## src/rtl/counter_sched.sv

```systemverilog
// counter_sched: round-robin scheduler that shares one external down-counter among N_REQ requesters.
// Define SCHED_ABORT_EN to add the abort/abort_ack job-cancel handshake.
module counter_sched #(
    parameter int unsigned N_REQ = 4,
    parameter int unsigned W     = 32
) (
    input  logic               clk,
    input  logic               nreset,
    input  logic [N_REQ-1:0]   req,
    input  logic [N_REQ*W-1:0] req_len,
`ifdef SCHED_ABORT_EN
    input  logic               abort,
    output logic               abort_ack,
`endif
    output logic [N_REQ-1:0]   done,
    output logic [2:0]         gnt_id,
    output logic               busy,
    output logic               err,
    output logic [W-1:0]       cnt_input,
    output logic               cnt_mode,
    input  logic [W-1:0]       cnt_value,
    input  logic               cnt_status
);

    localparam int unsigned IDX_W  = (N_REQ > 1) ? $clog2(N_REQ) : 1;
    localparam int unsigned IDX_W1 = IDX_W + 1;
    localparam int unsigned GNT_W  = 3;

    typedef enum logic [1:0] {
        IDLE,
        LOAD,
        RUN,
        DONE
    } state_e;

    state_e             state_q, state_d;
    logic [IDX_W-1:0]   ptr_q, ptr_d;
    logic [IDX_W-1:0]   gnt_q, gnt_d;
    logic [W-1:0]       cnt_input_q, cnt_input_d;
    logic               cnt_mode_q, cnt_mode_d;
    logic [N_REQ-1:0]   done_q, done_d;
    logic               busy_q, busy_d;
    logic               err_q, err_d;
    logic               run_first_q, run_first_d;
`ifdef SCHED_ABORT_EN
    logic               abort_ack_q, abort_ack_d;
`endif

    logic               found_c;
    logic [IDX_W-1:0]   sel_c;
    logic [IDX_W-1:0]   next_ptr_c;
    logic [IDX_W1-1:0]  idx_c;
    logic [W-1:0]       len_arr [N_REQ];

    // Unpack the per-requester lengths
    always_comb begin
        for (int unsigned i = 0; i < N_REQ; i++) begin
            len_arr[i] = req_len[i*W +: W];
        end
    end

    // First requesting index at or after the pointer, searching upward with wrap
    always_comb begin
        found_c = 1'b0;
        sel_c   = '0;
        idx_c   = '0;
        for (int unsigned off = 0; off < N_REQ; off++) begin
            idx_c = {1'b0, ptr_q} + IDX_W1'(off);
            if (idx_c >= IDX_W1'(N_REQ)) begin
                idx_c = idx_c - IDX_W1'(N_REQ);
            end
            if (!found_c && req[idx_c[IDX_W-1:0]]) begin
                found_c = 1'b1;
                sel_c   = idx_c[IDX_W-1:0];
            end
        end
    end

    assign next_ptr_c = (gnt_q == IDX_W'(N_REQ - 1)) ? '0 : gnt_q + IDX_W'(1);

    // Next-state and registered-output logic
    always_comb begin
        state_d     = state_q;
        ptr_d       = ptr_q;
        gnt_d       = gnt_q;
        cnt_input_d = cnt_input_q;
        cnt_mode_d  = 1'b0;
        done_d      = '0;
        busy_d      = 1'b0;
        err_d       = err_q;
        run_first_d = 1'b0;
`ifdef SCHED_ABORT_EN
        abort_ack_d = 1'b0;
`endif

        unique case (state_q)
            IDLE: begin
                cnt_input_d = '0;
                if (found_c) begin
                    gnt_d       = sel_c;
                    cnt_input_d = len_arr[sel_c];
                    state_d     = LOAD;
                end
            end
            LOAD: begin
                state_d     = RUN;
                run_first_d = 1'b1;
            end
            RUN: begin
                // The first RUN cycle may still show a stale status from the load
                if (!run_first_q && cnt_status && (cnt_value != '0)) begin
                    err_d = 1'b1;
                end
                if (cnt_value == '0) begin
                    cnt_input_d   = '0;
                    done_d[gnt_q] = 1'b1;
                    state_d       = DONE;
                end
            end
            DONE: begin
                ptr_d   = next_ptr_c;
                state_d = IDLE;
            end
            default: begin
                state_d = IDLE;
            end
        endcase

`ifdef SCHED_ABORT_EN
        if (abort && ((state_q == LOAD) || (state_q == RUN))) begin
            state_d     = IDLE;
            cnt_input_d = '0;
            done_d      = '0;
            ptr_d       = next_ptr_c;
            run_first_d = 1'b0;
            abort_ack_d = 1'b1;
        end
`endif

        cnt_mode_d = (state_d == RUN);
        busy_d     = (state_d != IDLE);
    end

    always_ff @(posedge clk) begin
        if (!nreset) begin
            state_q     <= IDLE;
            ptr_q       <= '0;
            gnt_q       <= '0;
            cnt_input_q <= '0;
            cnt_mode_q  <= 1'b0;
            done_q      <= '0;
            busy_q      <= 1'b0;
            err_q       <= 1'b0;
            run_first_q <= 1'b0;
`ifdef SCHED_ABORT_EN
            abort_ack_q <= 1'b0;
`endif
        end else begin
            state_q     <= state_d;
            ptr_q       <= ptr_d;
            gnt_q       <= gnt_d;
            cnt_input_q <= cnt_input_d;
            cnt_mode_q  <= cnt_mode_d;
            done_q      <= done_d;
            busy_q      <= busy_d;
            err_q       <= err_d;
            run_first_q <= run_first_d;
`ifdef SCHED_ABORT_EN
            abort_ack_q <= abort_ack_d;
`endif
        end
    end

    assign done      = done_q;
    assign gnt_id    = GNT_W'(gnt_q);
    assign busy      = busy_q;
    assign err       = err_q;
    assign cnt_input = cnt_input_q;
    assign cnt_mode  = cnt_mode_q;
`ifdef SCHED_ABORT_EN
    assign abort_ack = abort_ack_q;
`endif

endmodule

```

## config.mk

```make
export PLATFORM = sky130hd
export DESIGN_NAME = counter_sched
export DESIGN_NICKNAME = d
export VERILOG_FILES = /design/src/rtl/counter_sched.sv
export SDC_FILE = /design/constraint.sdc
export NUM_CORES = 1
export LEC_CHECK = 0
export ABC_CLOCK_PERIOD_IN_PS = 4400
export BUFFER_PORTS_ARGS = -buffer_cell sky130_fd_sc_hd__clkbuf_2
export CAP_MARGIN = 20
export CORE_AREA = 3 3 70 122
export CTS_BUF_LIST = sky130_fd_sc_hd__clkbuf_4
export CTS_CLUSTER_DIAMETER = 200
export DETAILED_ROUTE_END_ITERATION = 10
export DIE_AREA = 0 0 73 125
export PLACE_DENSITY_LB_ADDON = 0.15
export SYNTH_ARGS = -nofsm -noshare
export SYNTH_HDL_FRONTEND = slang
export SYNTH_SLANG_ARGS = --single-unit
```

## constraint.sdc

```tcl
create_clock -name clk -period 4.4 [get_ports clk]
set_input_delay 1.32 -clock clk [delete_from_list [all_inputs] [get_ports clk]]
set_output_delay 1.32 -clock clk [all_outputs]
set_load 0.02 [all_outputs]
```

==> impl_results.md, run 1 <==
* Post-synth ARST share at 0
* Sequential area share after synthesis at 0.348
* Core area at 7620 um^2
* Post-synthesis cell area at between 2000 and 3000 um^2
* Clk_skew at approximately 0.0075 ns
* Slew margin rel. at 0.542
* Critical Path Fanout Max at 20
* Reg-to-Reg Start: state_q[0]$_SDFF_PN0_
* Req. time, crit path at 4.64 ns
* HPWL Detailed at a little under 7000 um
* GR Overflow Total at 0
* Die area at slightly above 9000 um^2
* Post_cts resized at 0
* Initial DRC count at 113
* Crit path capture: cnt_input[21]$_SDFFE_PN0P_
* Ys flop type: dfxtp_1
* Die H at roughly 130 um
* Final wirelength at around 8100 um
* F_max at 339 MHz
* Commonest cells post-synth: mux2i_1, dfxtp_1, nand2_1, o221ai_1, inv_1
* FP Rows at 42
* Worst Hold Class: reg -> reg
* WS Path Type: in -> reg
* DP Area at roughly 3700 um^2
* Final Hold Fails at 0
* Unrepaired setup endpoints after global routing: no
* Die W at approximately 73 um
* Max Transition Viols Final at 0
* Element type at the critical path start: input port
* Final net count at 644
* PwrDens at between 400 and 500 nW/um^2
* Clock Pin Slew Worst Setup and Hold Paths at roughly 0.13 ns
* CTS tree: done
* Hold WS at about 0.47 ns
* Finished Cell Area at 3720 um^2
* Starting Density at 0.347
* Largest net degree at the start of global routing at 35
* Total CTS buffers at 5
* Peak VDD IR at between 200 and 300 uV
* Most numerous cell in the Yosys netlist: mux2i_1
* Post-CTS Setup Inserts at 0
* CTS root buf: clkbuf_4
* Initial antenna violation count at 0
* Layout area overhead at 40.5%
* Status: completed
* Syn Inst Count at 267
* Reg2reg path depth at 7
* H-tree Lvls at 2
* Dominant cells by area after synthesis: dfxtp_1, mux2i_1, o221ai_1
* Syn. warnings at 0
* R2r setup slk at approximately 2.2 ns
* Crit path from: req[2]
* Clock period minus worst slack at around 3.0 ns
* Post-Syn Nets at 442
* Clock sink count at 46
* Tot Pwr at 1.72 mW
* DR WL/cell at 14.5 um
* Hold_buf cts at 0
* Post-synth EDFFs at 0
* Final setup violation count at 0
* Clk buf depth at 2
* Vias in the first global route at 2,820
* Routability cong. at around 0.77
* Post-Syn Area per Cell at just under 10 um^2
* Worst-Margin Slew at a little under 0.7 ns
* RR Endpoint: cnt_input[21]$_SDFFE_PN0P_
* Setup TNS after final layout at 0 ns
* First-pass GRT wire length at between 10,000 and 15,000 um
* Gr usage total at 0.176
* Post-synthesis sequential element count at 46
* Fin crit share at 0.671
* Leak at approximately 1.8 nW
* Worst slack, placed at between 1 and 1.5 ns
* Biggest area consumer among synthesized cells: dfxtp_1
* DR DRC count at 0
* IO Port Bufs at about 210
* Share of post-route cells with drive strength above 1 at 0.472
* GR Util met3 at 0.0345
* Top Usage Layer GRT: met2
* Arr. time, crit path at about 3.2 ns
* Via count at 2,783
* Vias per inst at roughly 5.0
* Unique cell type count in the Yosys netlist at 31
* # diodes at 0
* Crit. End Element: flip-flop
* Post-synth top area share at 0.348
* TritonRoute pass-1 iters at 4
* Latest clock arrival within the worst-skew pair at around 0.36 ns
* Final worst setup slack at between 1 and 1.5 ns
* Met1 Resource Use GR at 0.170
* Max Cap Viol at 0
* I/O pin count at 209
* DRT antenna net count at 0
* GR Layer Usage met2 at 0.351
-- per-stage QoR --
step	utilization	std cells
final	0.488	558
after CTS	0.488	558
after detailed placement	0.481	550
after global routing	0.488	558
after global placement	0.481	550
after floorplan	-	267
-- final cells by class --
class,count,area (um^2)
clock buffers,6,45.0
clock inverters,2,8.76
fillers,750,3900
inverters,13,48.8
multi-input cells,192,1510
flip-flops and latches,46,921
well taps,88,110
repair buffers,211,1080
-- registers in the layout, indices dropped and copies added (netlist names) --
signal,flops
busy,1
cnt_input,32
cnt_mode,1
done,4
err,1
gnt_q,2
ptr_q,2
run_first_q,1
state_q,2
-- logic make-up (layout without fill, tap and decap cells) --
kind of cell / after synthesis / count (layout) / share of synthesized area
AO/OA/AOI/OAI: 46 / 46 / 0.152
adder cells (fa/ha/maj): 8 / 8 / 0.0378
buffers and inverters: 29 / 232 / 0.0832
flip-flops: 46 / 46 / 0.348
multiplexers: 66 / 66 / 0.250
other: 1 / 1 / 0.00142
AND/OR/NAND/NOR: 71 / 71 / 0.128
-- cell usage in the layout, fill, tap and decap left out, types with 4 or more instances in the layout --
master	count
ha_1	8
o221ai_1	32
dfxtp_1	46
nand2_1	36
clkbuf_4	6
nor2_1	12
a21oi_1	5
nor3_1	4
nor4_1	8
clkbuf_2	207
mux2i_1	66
inv_1	13
-- power breakdown --
part	leakage, nW	internal, mW	total, mW	switching [mW]
clock	0.0331	0.0665	0.203	0.136
sequential	0.378	0.572	0.655	0.0833
combinational	1.41	0.336	0.861	0.525
-- critical path, cell delays in order --
cell      delay, ns
clkbuf_2       0.13
o41ai_2        0.59
nor3_1         0.13
nand2_1        0.55
buf_4          0.32
o221ai_1       0.15
-- layer usage --
layer,vias up,part of all wire
met2,140,0.57
met3,11,0.081
met4,0,0.016
met5,-,0
li1,1398,-
met1,1234,0.33
-- how the worst min path moves through the flow --
stage	startpoint	endpoint	slack (ns)	cells past startpoint
2_1_floorplan	run_first_q$_SDFF_PN0_	err$_SDFFE_PN0P_	0.52	2
3_3_place_gp	cnt_input[25]$_SDFFE_PN0P_	cnt_input[25]$_SDFFE_PN0P_	0.44	2
3_5_place_dp	cnt_input[18]$_SDFFE_PN0P_	cnt_input[18]$_SDFFE_PN0P_	0.45	2
4_1_cts	cnt_input[18]$_SDFFE_PN0P_	cnt_input[18]$_SDFFE_PN0P_	0.48	2
5_1_grt	cnt_input[18]$_SDFFE_PN0P_	cnt_input[18]$_SDFFE_PN0P_	0.50	2
6_report	cnt_input[18]$_SDFFE_PN0P_	cnt_input[18]$_SDFFE_PN0P_	0.47	2
Note: power is estimated with default switching activity, not from simulation.
==> run 2: changes to the inputs <==
Settings changed: ABC_CLOCK_PERIOD_IN_PS 4400 to 2600.
Clock period 4.4 ns to 2.6 ns, I/O delays scaled along.
==> run 2 against run 1 <==
Effect of this change:
- cell count rose by 0.72%
- sequential power rose by 68%
- via count fell by 0.36%
- sequential share of layout area fell by 0.35 points
- register-to-register slack got worse by 1.4 ns
- sequential cell count did not move
- power rose by 76%
- global-route usage rose by 0.062 points
- hold slack got worse by 0.00069 ns
==> impl_results.md, run 2 (synthesis gave the netlist of run 1 again) <==
* Crit path from: cnt_value[25]
* Crit. End Element: flip-flop
* Hold_buf cts at 0 (unchanged)
* Commonest non-fill, non-tap cell in the layout: clkbuf_2
* Reg2reg path depth at 6 (-1)
* F_max at 487 MHz
* Max Cap Viol at 0 (unchanged)
* DRT antenna net count at 0 (unchanged)
* Max reg flops at 32 (unchanged)
* Total CTS buffers at 5 (unchanged)
* Final setup violation count at 0 (unchanged)
* Core area at 7620 um^2 (unchanged)
* Hold path endpoint: cnt_input[3]$_SDFFE_PN0P_
* Die H at 125 um (unchanged)
* Largest stage delay, worst path at 0.38 ns (-0.21 ns)
* IO Port Bufs at 207 (unchanged)
* FP Rows at 42 (unchanged)
* Starting Density at 0.347 (unchanged)
* Clock sink count at 46 (unchanged)
* Crit path max-delay family: simple AND/OR/NAND/NOR gates
* Req. time, crit path at 2.84 ns (-1.80 ns)
* Clk_skew at 0.0130 ns (+0.00554 ns)
* First-pass GRT wire length at 12,900 um (+0.37%)
* Peak VDD IR at 470 uV (+70%)
* Die W at 73 um (unchanged)
* Post-CTS Setup Inserts at 0 (unchanged)
* Worst Hold Class: reg -> reg
* Clk buf depth at 2 (unchanged)
* Latest clock arrival within the worst-skew pair at 0.36 ns (about the same)
* RR Endpoint: cnt_input[31]$_SDFFE_PN0P_
* Commonest non-fill, non-tap cells in the layout: clkbuf_2, mux2i_1, dfxtp_1
* Routability cong. at 0.829 (+7.7%)
* DR DRC count at 0 (unchanged)
* Reg-to-Reg Start: ptr_q[1]$_SDFFE_PN0N_
* DR WL/cell at 14.2 um (-2.0%)
* Critical Path Fanout Max at 32 (+60%)
* Initial DRC count at 70 (-38%)
* WS Path Type: in -> reg
* Gr usage total at 0.176 (+0.000621)
* Hold WS at 0.474 ns (-0.000689 ns)
* Post_cts resized at 0 (unchanged)
* Vias in the first global route at 2,875 (+2.0%)
* Final Hold Fails at 0 (unchanged)
* # diodes at 0 (unchanged)
* Initial antenna violation count at 0 (unchanged)
* HPWL Detailed at 6740 um (+0.21%)
* Vias per inst at 4.93 (-1.1%)
* CP max-delay cell: o311a_1
* CTS tree: done
* Clock period minus worst slack at roughly 2 ns
* R2r setup slk at 0.76 ns (-1.43 ns)
* Clock Pin Slew Worst Setup and Hold Paths at 0.13 ns (about the same)
* Setup TNS after final layout at 0 ns (unchanged)
* CP bufs+invs at 2 (unchanged)
* I/O pin count at 209 (unchanged)
* Share of post-route cells with drive strength above 1 at 0.479 (+0.00656)
* Final net count at 648 (+0.62%)
* Crit path cell chain: clkbuf_2, nor4_1, nand4_1, o311a_1, buf_4, nand2_1, o221ai_1
* Hold Path Cell Cnt at 2 (unchanged)
* GR Overflow Total at 0 (unchanged)
* Unrepaired setup endpoints after global routing: no
* Leak at 1.86 nW (+1.7%)
* Finished Layout Cells at 562 (+0.72%)
* Status: completed
* Max Transition Viols Final at 0 (unchanged)
* Element type at the critical path start: input port
* Worst Hold Launch: cnt_input[3]$_SDFFE_PN0P_
* Largest net degree at the start of global routing at 35 (unchanged)
* Fin crit share at 0.790
* Layout area overhead at 42.5%
* Dpl cells at 554 (+0.73%)
* FILL cells at 756 (+0.80%)
* Final wirelength at 7970 um (-1.3%)
* Via count at 2,773 (-0.36%)
* CTS root buf: clkbuf_4
* PwrDens at 802 nW/um^2 (+73%)
* H-tree Lvls at 2 (unchanged)
* TritonRoute pass-1 iters at 4 (unchanged)
* Die area at 9130 um^2 (unchanged)
* Arr. time, crit path at 2.29 ns (-0.90 ns)
==> run 2: cell types whose count changed in the layout (fill, tap and decap cells not counted) <==
cell	change
clkinv_1	-1
clkbuf_4	-1
clkinv_2	+1
buf_4	+4
bufinv_16	+1
==> run 2: power breakdown <==
group / total, mW / internal, mW / switching (mW)
clock network: 0.424 / 0.199 / 0.225
logic: 1.50 / 0.594 / 0.903
registers: 1.10 / 0.968 / 0.135
==> run 2: worst max path at each step <==
stage | depth (start not counted) | to | slack [ns]
after global placement | 7 | cnt_input[15]$_SDFFE_PN0P_ | 0.16
after detailed placement | 7 | cnt_input[20]$_SDFFE_PN0P_ | 0.16
after CTS | 7 | cnt_input[20]$_SDFFE_PN0P_ | 0.56
after global routing | 7 | cnt_input[2]$_SDFFE_PN0P_ | 0.41
after floorplan | 6 | cnt_input[10]$_SDFFE_PN0P_ | 0.52
final | 7 | cnt_input[21]$_SDFFE_PN0P_ | 0.55
==> run 2: tightest hold or removal path: stages, from the launching register on <==
cell,delay [ns]
dfxtp_1,0.34
nand2_1,0.05
o221ai_1,0.05
==> run 2: cell type report <==
type	count	area [um^2]	share of cell area
Sequential cell	46	921	0.244
Timing Repair Buffer	215	1110	0.294
Clock buffer	5	37.5	0.00995
Inverter	13	48.8	0.0129
Clock inverter	3	40.0	0.0106
Tap cell	88	110	0.0292
Multi-Input combinational cell	192	1510	0.399
==> run 2: stage by stage <==
step	cell area [um^2]	power, mW	util	worst slack [ns]
finish	3770	3.02	0.495	0.545
global placement	3690	2.62	0.485	0.164
global route	3770	3.28	0.495	0.409
CTS	3770	3.09	0.495	0.564
detailed placement	3690	2.65	0.485	0.160
floorplan	2650	2.10	-	0.525
==> run 2: routing by layer <==
metal	global-route usage	up-vias	part of all wire
li1	-	1405	-
met1	0.168	1232	0.33
met2	0.354	126	0.57
met3	0.0329	10	0.077
met4	0.0554	0	0.018
met5	0	-	0
